File: config.mk
export PLATFORM = sky130hd
export DESIGN_NAME = softmax_exp_scheduler
export DESIGN_NICKNAME = d
export VERILOG_FILES = /design/src/rtl/softmax_exp_scheduler.sv
export SDC_FILE = /design/constraint.sdc
export NUM_CORES = 2
export LEC_CHECK = 0
export CORE_ASPECT_RATIO = 0.75
export CORE_MARGIN = 1.5
export CORE_UTILIZATION = 49
export CTS_BUF_LIST = sky130_fd_sc_hd__clkbuf_4 sky130_fd_sc_hd__clkbuf_8
export CTS_CLUSTER_DIAMETER = 40
export DETAILED_ROUTE_END_ITERATION = 10
export PLACE_DENSITY_LB_ADDON = 0.2
export REMOVE_ABC_BUFFERS = 1
export SYNTH_ARGS = -nofsm -noshare
export SYNTH_HDL_FRONTEND = slang
export SYNTH_SLANG_ARGS = --single-unit
export TNS_END_PERCENT = 1
File: constraint.sdc
create_clock -name clk -period 8.7 [get_ports clk]
set_input_delay 1.305 -clock clk [delete_from_list [all_inputs] [get_ports clk]]
set_output_delay 1.305 -clock clk [all_outputs]
set_load 0.02 [all_outputs]
File: src/rtl/softmax_exp_scheduler.sv
// rtl/softmax_exp_scheduler.sv - row controller feeding the shared exponent unit for softmax
// Buffers a score row, issues max-subtracted operands, collects exp results into a credit FIFO.
module softmax_exp_scheduler #(
    parameter int MAX_LEN    = 64,
    parameter int EXP_LAT    = 3,
    parameter int FIFO_DEPTH = 4,
    parameter int SUM_W      = 31
) (
    input  logic             clk,
    input  logic             rst_n,
    input  logic             in_valid,
    output logic             in_ready,
    input  logic [19:0]      in_data,
    input  logic             in_last,
    output logic [19:0]      exp_x,
    output logic             exp_issue,
    input  logic [24:0]      exp_y,
    output logic             out_valid,
    input  logic             out_ready,
    output logic [24:0]      out_data,
    output logic             out_last,
    output logic             sum_valid,
    output logic [SUM_W-1:0] sum_data,
    output logic             busy
);
    localparam int LW = $clog2(MAX_LEN);
    localparam int CW = $clog2(FIFO_DEPTH + 1);
    localparam int PW = (FIFO_DEPTH > 1) ? $clog2(FIFO_DEPTH) : 1;

    typedef enum logic [1:0] {S_IDLE, S_LOAD, S_EXP, S_DRAIN} state_t;

    state_t            r_state;
    state_t            w_next;
    logic [19:0]       r_buf [MAX_LEN];
    logic [19:0]       r_max;
    logic [LW:0]       r_count;
    logic [LW:0]       r_rd_idx;
    logic [CW-1:0]     r_credit;
    logic [EXP_LAT-1:0] r_trk_v;
    logic [EXP_LAT-1:0] r_trk_l;
    logic [SUM_W-1:0]  r_acc;
    logic [24:0]       r_fifo_d [FIFO_DEPTH];
    logic              r_fifo_l [FIFO_DEPTH];
    logic [PW-1:0]     r_wr_ptr;
    logic [PW-1:0]     r_rd_ptr;
    logic [CW-1:0]     r_fcnt;

    logic              w_in_hs;
    logic              w_pop;
    logic              w_push;
    logic              w_issue;
    logic              w_issue_last;
    logic              w_head_last;
    logic              w_sum_valid;
    logic [19:0]       w_rd_val;
    logic [20:0]       w_diff;
    logic [19:0]       w_sat;

    assign in_ready     = rst_n && (r_state == S_IDLE || r_state == S_LOAD);
    assign w_in_hs      = in_valid && in_ready;
    assign out_valid    = (r_fcnt != '0);
    assign w_pop        = out_valid && out_ready;
    assign w_head_last  = r_fifo_l[r_rd_ptr];
    assign out_data     = out_valid ? r_fifo_d[r_rd_ptr] : 25'd0;
    assign out_last     = out_valid && w_head_last;
    assign busy         = (r_state != S_IDLE);

    // Scores never exceed the row max, so the difference is <= 0 and only the negative side saturates.
    assign w_rd_val     = r_buf[r_rd_idx[LW-1:0]];
    assign w_diff       = {w_rd_val[19], w_rd_val} - {r_max[19], r_max};
    assign w_sat        = (w_diff[20:19] == 2'b10) ? 20'h80000 : w_diff[19:0];
    assign w_issue      = (r_state == S_EXP) && (r_credit != '0) && (r_rd_idx < r_count);
    assign w_issue_last = w_issue && (r_rd_idx == r_count - (LW+1)'(1));
    assign exp_issue    = w_issue;
    assign exp_x        = w_issue ? w_sat : 20'd0;

    assign w_push       = r_trk_v[EXP_LAT-1];
    assign w_sum_valid  = (r_state == S_DRAIN) && w_pop && w_head_last;
    assign sum_valid    = w_sum_valid;
    assign sum_data     = w_sum_valid ? r_acc : '0;

    always_comb begin
        w_next = r_state;
        case (r_state)
            S_IDLE:  if (w_in_hs) w_next = in_last ? S_EXP : S_LOAD;
            S_LOAD:  if (w_in_hs && (in_last || r_count == (LW+1)'(MAX_LEN - 1))) w_next = S_EXP;
            S_EXP:   if (w_push && r_trk_l[EXP_LAT-1]) w_next = S_DRAIN;
            S_DRAIN: if (w_sum_valid) w_next = S_IDLE;
            default: w_next = S_IDLE;
        endcase
    end

    always_ff @(posedge clk or negedge rst_n) begin
        if (!rst_n) begin
            r_state  <= S_IDLE;
            r_max    <= '0;
            r_count  <= '0;
            r_rd_idx <= '0;
            r_credit <= CW'(FIFO_DEPTH);
            r_trk_v  <= '0;
            r_trk_l  <= '0;
            r_acc    <= '0;
            r_wr_ptr <= '0;
            r_rd_ptr <= '0;
            r_fcnt   <= '0;
        end else begin
            r_state <= w_next;

            if (w_in_hs && r_state == S_IDLE) begin
                r_max    <= in_data;
                r_count  <= (LW+1)'(1);
                r_rd_idx <= '0;
            end else if (w_in_hs) begin
                if ($signed(in_data) > $signed(r_max)) r_max <= in_data;
                r_count <= r_count + (LW+1)'(1);
            end

            if (w_issue) r_rd_idx <= r_rd_idx + (LW+1)'(1);

            if (w_issue && !w_pop)      r_credit <= r_credit - CW'(1);
            else if (!w_issue && w_pop) r_credit <= r_credit + CW'(1);

            r_trk_v <= {r_trk_v[EXP_LAT-2:0], w_issue};
            r_trk_l <= {r_trk_l[EXP_LAT-2:0], w_issue_last};

            if (w_sum_valid)  r_acc <= '0;
            else if (w_push)  r_acc <= r_acc + {{(SUM_W-25){1'b0}}, exp_y};

            if (w_push) r_wr_ptr <= (r_wr_ptr == PW'(FIFO_DEPTH - 1)) ? '0 : r_wr_ptr + PW'(1);
            if (w_pop)  r_rd_ptr <= (r_rd_ptr == PW'(FIFO_DEPTH - 1)) ? '0 : r_rd_ptr + PW'(1);
            if (w_push && !w_pop)      r_fcnt <= r_fcnt + CW'(1);
            else if (!w_push && w_pop) r_fcnt <= r_fcnt - CW'(1);
        end
    end

    // Storage arrays carry no reset; their contents are qualified by counts and pointers.
    always_ff @(posedge clk) begin
        if (w_in_hs) r_buf[(r_state == S_IDLE) ? '0 : r_count[LW-1:0]] <= in_data;
        if (w_push) begin
            r_fifo_d[r_wr_ptr] <= exp_y;
            r_fifo_l[r_wr_ptr] <= r_trk_l[EXP_LAT-1];
        end
    end
endmodule
[After elaboration in Yosys (flattened, before gate mapping)]
Memories as Yosys holds them, arrays and structs flattened.
Index checks and enable logic that the tools add are counted.
Word-level totals
  register bits: 83
  latch bits: 0
  bits in writable memories: 1384
  bits in read-only memories: 0
  input port bits: 50
  logic and storage cells: 102
  memories: 3
Memory list
  r_buf: depth 64, width 20, rd ports 1, clocked after Yosys merged registers in 0, write ports 1, RTL line 34  | logic [19:0] r_buf [MAX_LEN];
  r_fifo_d: depth 4, width 25, rd ports 1, clocked after Yosys merged registers in 0, write ports 1, RTL line 42  | logic [24:0] r_fifo_d [FIFO_DEPTH];
  r_fifo_l: depth 4, width 1, rd ports 1, clocked after Yosys merged registers in 0, write ports 1, RTL line 43  | logic r_fifo_l [FIFO_DEPTH];
Cells by class
  add/sub/neg operators: 11
  $mul: 0
  div/mod/pow operators: 0
  $lt $le $gt $ge: 2
  equality and inequality tests: 12
  shift operators: 0
  mux-type cells: 30
  bitwise logic cells: 0
  reduce and logical (&&, ||, !) cells: 33
Operators by type and width (number)
  $mux W20: 5
  $mux W31: 3
  $add A31 B25 Y31: 1
  $mux W7: 4
  $mux W25: 1
  $sub A20 B20 Y21: 1
  $gt A20 B20 Y1: 1
  $logic_and A1 B1 Y1: 16
  $add A7 B1 Y7 const B: 2
  $mux W2: 7
  $reduce_bool A2 Y1: 7
  $mux W3: 4
  $eq A2 B2 Y1 const B: 5
  $pmux W2 S4: 1
  $eq A7 B6 Y1 const B: 1
  $eq A7 B7 Y1: 1
  $lt A7 B7 Y1: 1
  $sub A7 B1 Y7 const B: 1
  $add A3 B1 Y3 const B: 2
  $mux W6: 1
  $reduce_bool A3 Y1: 2
  $sub A3 B1 Y3 const B: 2
  $add A2 B1 Y2 const B: 2
  $mux W1: 4
  8 further kinds: 13

[Longest topological paths before layout]
  word-level depth: 7
  depth in mapped cells: 19

[Worst setup path before layout]
Ideal clock, no wire load.
  kind: reg-to-output
  from: reg r_rd_idx[1]
  to: out exp_x[3]
  arrival: 4.428 ns
  data required time: 7.395 ns
  setup slack: 2.967 ns
  stages on the path, launching flop included: 18
  buffers on the path: 4
  path through: dfrtp_1 > buf_2 > buf_2 > buf_4 > clkbuf_1 > mux2i_1 > mux4_2 > mux2i_1 > ha_1 > nor2b_1 > o31a_1 > o311ai_1 > nand2_1 > a31oi_1 > o21ai_1 > nand3_1 > o311ai_4 > a211oi_1
On the way
  cells in the longest elaborated chain, start to end: 5
  elaborated cells on any way between the ends: 7
  classes of those cells: 1 x add/sub; 1 x order compare; 1 x eq/ne; 2 x mux; 1 x reduce/logical; 1 x memory
RTL lines
  start: declaration: RTL line 37  | logic [LW:0] r_rd_idx;
  start signal: assignment: RTL line 118  | if (w_issue) r_rd_idx <= r_rd_idx + (LW+1)'(1);
  $mem_v2 Z64 W20
  $sub A20 B20 Y21: RTL line 70  | assign w_diff = {w_rd_val[19], w_rd_val} - {r_max[19], r_max};
  $eq A2 B2 Y1: RTL line 71  | assign w_sat = (w_diff[20:19] == 2'b10) ? 20'h80000 : w_diff[19:0];
  $mux W20: RTL line 71
  $mux W20 (*): RTL line 75  | assign exp_x = w_issue ? w_sat : 20'd0;
  end: declaration: RTL line 15  | output logic [19:0] exp_x,
Mark *: on every way between the ends. The rest lies on a longest branch, timed or not.

[Worst setup path in the final report]
  from: reg r_rd_idx[0]
  to: out exp_x[3]
Same word-level chain as after synthesis.

==> results by group <==
Worst setup path
  • Launch point of the worst path: r_rd_idx[0]
  • FF-to-FF path depth: 8
  • Stages on worst setup path: 18
  • Crit-path max FO: 19
  • Worst Path Arrival: 7240 ps
  • Critical Path End Type: primary output
  • Crit start category: flip-flop
  • Cell family with most CP delay: compound AO/OA/AOI/OAI gates
  • Worst-path cell chain: buf_12 > buf_4 > mux4_2 > mux2i_1 > mux4_2 > mux2i_1 > ha_1 > o21a_1 > o31a_1 > o311ai_1 > nand2_1 > a31oi_1 > buf_4 > o21ai_1 > nand3_2 > o311ai_2 > a211oi_2 > clkdlybuf4s50_1
  • CP max stage delay: 700 ps
  • Bufs and invs on worst path: 4
  • Crit path capture: exp_x[3]
  • WP data required: 7390 ps
  • Crit path kind: flip-flop to primary output
  • Slowest library cell on the worst path: clkdlybuf4s50_1
  • Worst R2R Setup Slack: 4590 ps
  • Worst r2r src: r_state[0]
  • RR Endpoint: r_buf[15][9]

Routing
  • Via/cell ratio: 6.07
  • Antenna-violating nets left: 0
  • Total number of vias: 31100
  • Router iterations before antenna repair: 7
  • Routed wire length: 154000 um
  • Routed len/inst: 30.0 um
  • # DRC: 0
  • Initial drt markers: 3599

Synthesis
  • Post-synth top area cell: edfxtp_1
  • Async S/R FF share, synth: 5.66%
  • Post-synth top cells: edfxtp_1, mux4_2, mux2i_1
  • Mapped Cells: 2951
  • Syn. warnings: 0
  • Yosys cell types: 69
  • Seq cells post-synth: 1467
  • Main flop type after synthesis: edfxtp_1
  • Most frequent cell after synthesis: edfxtp_1
  • Syn_area_per_cell: 20.3 um^2
  • Area share of the largest cell type after synthesis: 69.3%
  • Mapped cell area: 60000 um^2
  • Post-synth EDFFs: 1384
  • Sequential area share after synthesis: 72.7%
  • Ranking of synthesized cells by area: edfxtp_1, mux4_2, dfrtp_1, mux2i_1, ha_1

Floorplanning
  • Initial cell density of the core: 49.7%
  • Horiz. Die Dim: 407 um
  • Row cnt: 110
  • Core ar.: 121000 um^2
  • Die area: 125000 um^2
  • Die Height: 306 um
  • IO Count: 132

Cells and area
  • Share of layout cells above drive strength 1: 29.9%
  • Multi-input combinational cell area: 15800 um^2
  • Fin util: 57.0%
  • Sequential Area: 43700 um^2
  • Fin nets: 3465
  • Non-Filler Instances: 5128
  • Layout fillers: 8945
  • Area growth, synth to finish: 14.6%

Global routing
  • Grt ovf: 0
  • First-pass GRT wire length: 221000 um
  • Initial antenna violation count: 17
  • GRT Total Usage: 24.9%
  • Number of global-route vias before repair: 31600
  • Pin count of the biggest net entering global routing: 67

Power and ir drop
  • Max VDD drop: 0.000264 V
  • Power per cell area: 296 nW/um^2
  • Leak: 22.2 nW
  • Final Power: 0.0204 W

Placement
  • GPL Wtd Cong: 0.933
  • Port Buffers: 131
  • Hpwl dp: 91200 um
  • Cells after DPL: 4716

STA
  • Fin crit share: 98.2%
  • Worst-margin pin slew: 1360 ps
  • Relative slew slack: 9.51%
  • Final Critical Period: 8550 ps
  • Highest clock rate: 117 MHz
  • Final setup fails: 0
  • Setup Skew: 49.5 ps
  • Hold violation count in the final report: 0
  • Slew Limit Fails: 0

Run status
  • Status: finished, final reports clean

Clock tree
  • Clock Path Buffers: 3
  • CTS root buf: clkbuf_8
  • Clock-pin slew on the worst setup and hold paths: 60 ps
  • Clock latency on the worst-skew pair: 940 ps
  • Clock sink count: 1467
  • H-tree depth: 4
  • TritonCTS clock tree: done
  • Cts bufs inserted: 219

Hold path
  • Hold Crit Class: flip-flop to flip-flop

Run
  • Max cap viols: 0
-- cell usage in the layout, fill, tap and decap left out, types with 6 or more instances in the layout --
cell                n
buf_4             148
clkinv_2           23
nor2_4              7
nand3_1            23
nor2_2             55
and3_1             12
clkinvlp_4          9
clkbuf_4           73
a21o_1             33
edfxtp_1         1384
o21ai_0            42
mux2i_1           194
clkdlybuf4s50_1   110
buf_2              20
xnor2_1            31
mux4_2            386
xor2_1             22
a21oi_1            38
mux2_2             24
buf_12             14
dfrtp_1            75
a31oi_1             6
inv_1              56
bufinv_16           9
clkbuf_8          231
inv_6               8
nor3_1             14
nand2b_1            6
ha_1               87
o21bai_1            6
nand4_1            18
clkinv_1           45
o21ai_1             6
nor2_1             73
nor2b_1            10
and2_1             60
nand2_1            50
-- per-layer routing --
| metal | vias to the layer above | global-route usage (%) | part of all wire, % |
|---|---|---|---|
| met5 | - | 0 | 0.0085 |
| met4 | 2 | 7.35 | 2.2 |
| met3 | 198 | 7.57 | 11 |
| met2 | 1616 | 34.6 | 43 |
| met1 | 16400 | 38.1 | 44 |
| li1 | 12900 | - | - |
-- how the worst min path moves through the flow --
stage | startpoint | to | slack (ps) | depth (start not counted)
floorplan | r_trk_l[0] | r_trk_l[1] | 330 | 0
global placement | r_trk_l[1] | r_trk_l[2] | 330 | 0
CTS | rst_n | r_acc[8] | 300 | 1
detailed placement | r_trk_l[1] | r_trk_l[2] | 330 | 0
finish | r_trk_l[1] | r_trk_l[2] | 350 | 0
global route | r_trk_v[1] | r_trk_v[2] | 350 | 0
-- sequential cells by signal, indices dropped and copies added, names as in the netlist --
name and count:
r_wr_ptr 2, r_trk_l 3, r_fcnt 3, r_count 7
r_acc 31, r_rd_idx 7, r_state 2, r_trk_v 3
r_buf 1280, r_credit 3, r_rd_ptr 2, r_max 20
r_fifo_l 4, r_fifo_d 100
-- cell families (layout without fill, tap and decap cells) --
group / count (synthesis) / in the layout / synth area share (%)
other: 0 / 2 / 0
flip-flops: 1467 / 1467 / 72.7
AO/OA/AOI/OAI: 187 / 188 / 2.15
buffers and inverters: 199 / 749 / 1.36
XOR/XNOR: 53 / 53 / 0.774
AND/OR/NAND/NOR: 344 / 344 / 2.77
multiplexers: 610 / 610 / 18.3
adder cells (fa/ha/maj): 91 / 91 / 1.95
-- stage by stage --
stage	setup WS (ps)	setup TNS, ps	hold slack (ps)	cell area (um^2)
after floorplan	-9050	-249000	331	59400
after global placement	776	0	333	64100
after detailed placement	792	0	335	64100
after CTS	-114	-289	301	68600
after global routing	-16.8	-30.9	353	68800
final	153	0	349	68800
-- layout make-up --
cell class | instances | share of cell area, %
tap | 1624 | 2.95
clock buffer | 304 | 5.42
multi-input combinational | 1286 | 23.0
antenna | 2 | 0.00728
clock inverter | 95 | 1.04
inverter | 57 | 0.311
sequential | 1467 | 63.5
timing repair buffer | 293 | 3.79
-- power breakdown --
part | switching (W) | internal [W]
clock | 0.00265 | 0.00304
sequential | 0.000213 | 0.00784
combinational | 0.00381 | 0.00281
-- what timing repair did --
item / 4_1_cts / 5_1_grt
endpoints found under the setup margin: 10 / 19
resized for setup: 0 / 14
hold buffers: 0 / 0
cloned: 0 / 1
buffers inserted: 1 / 9
pin swaps: 0 / 2
Note: power is estimated with default switching activity, not from simulation.
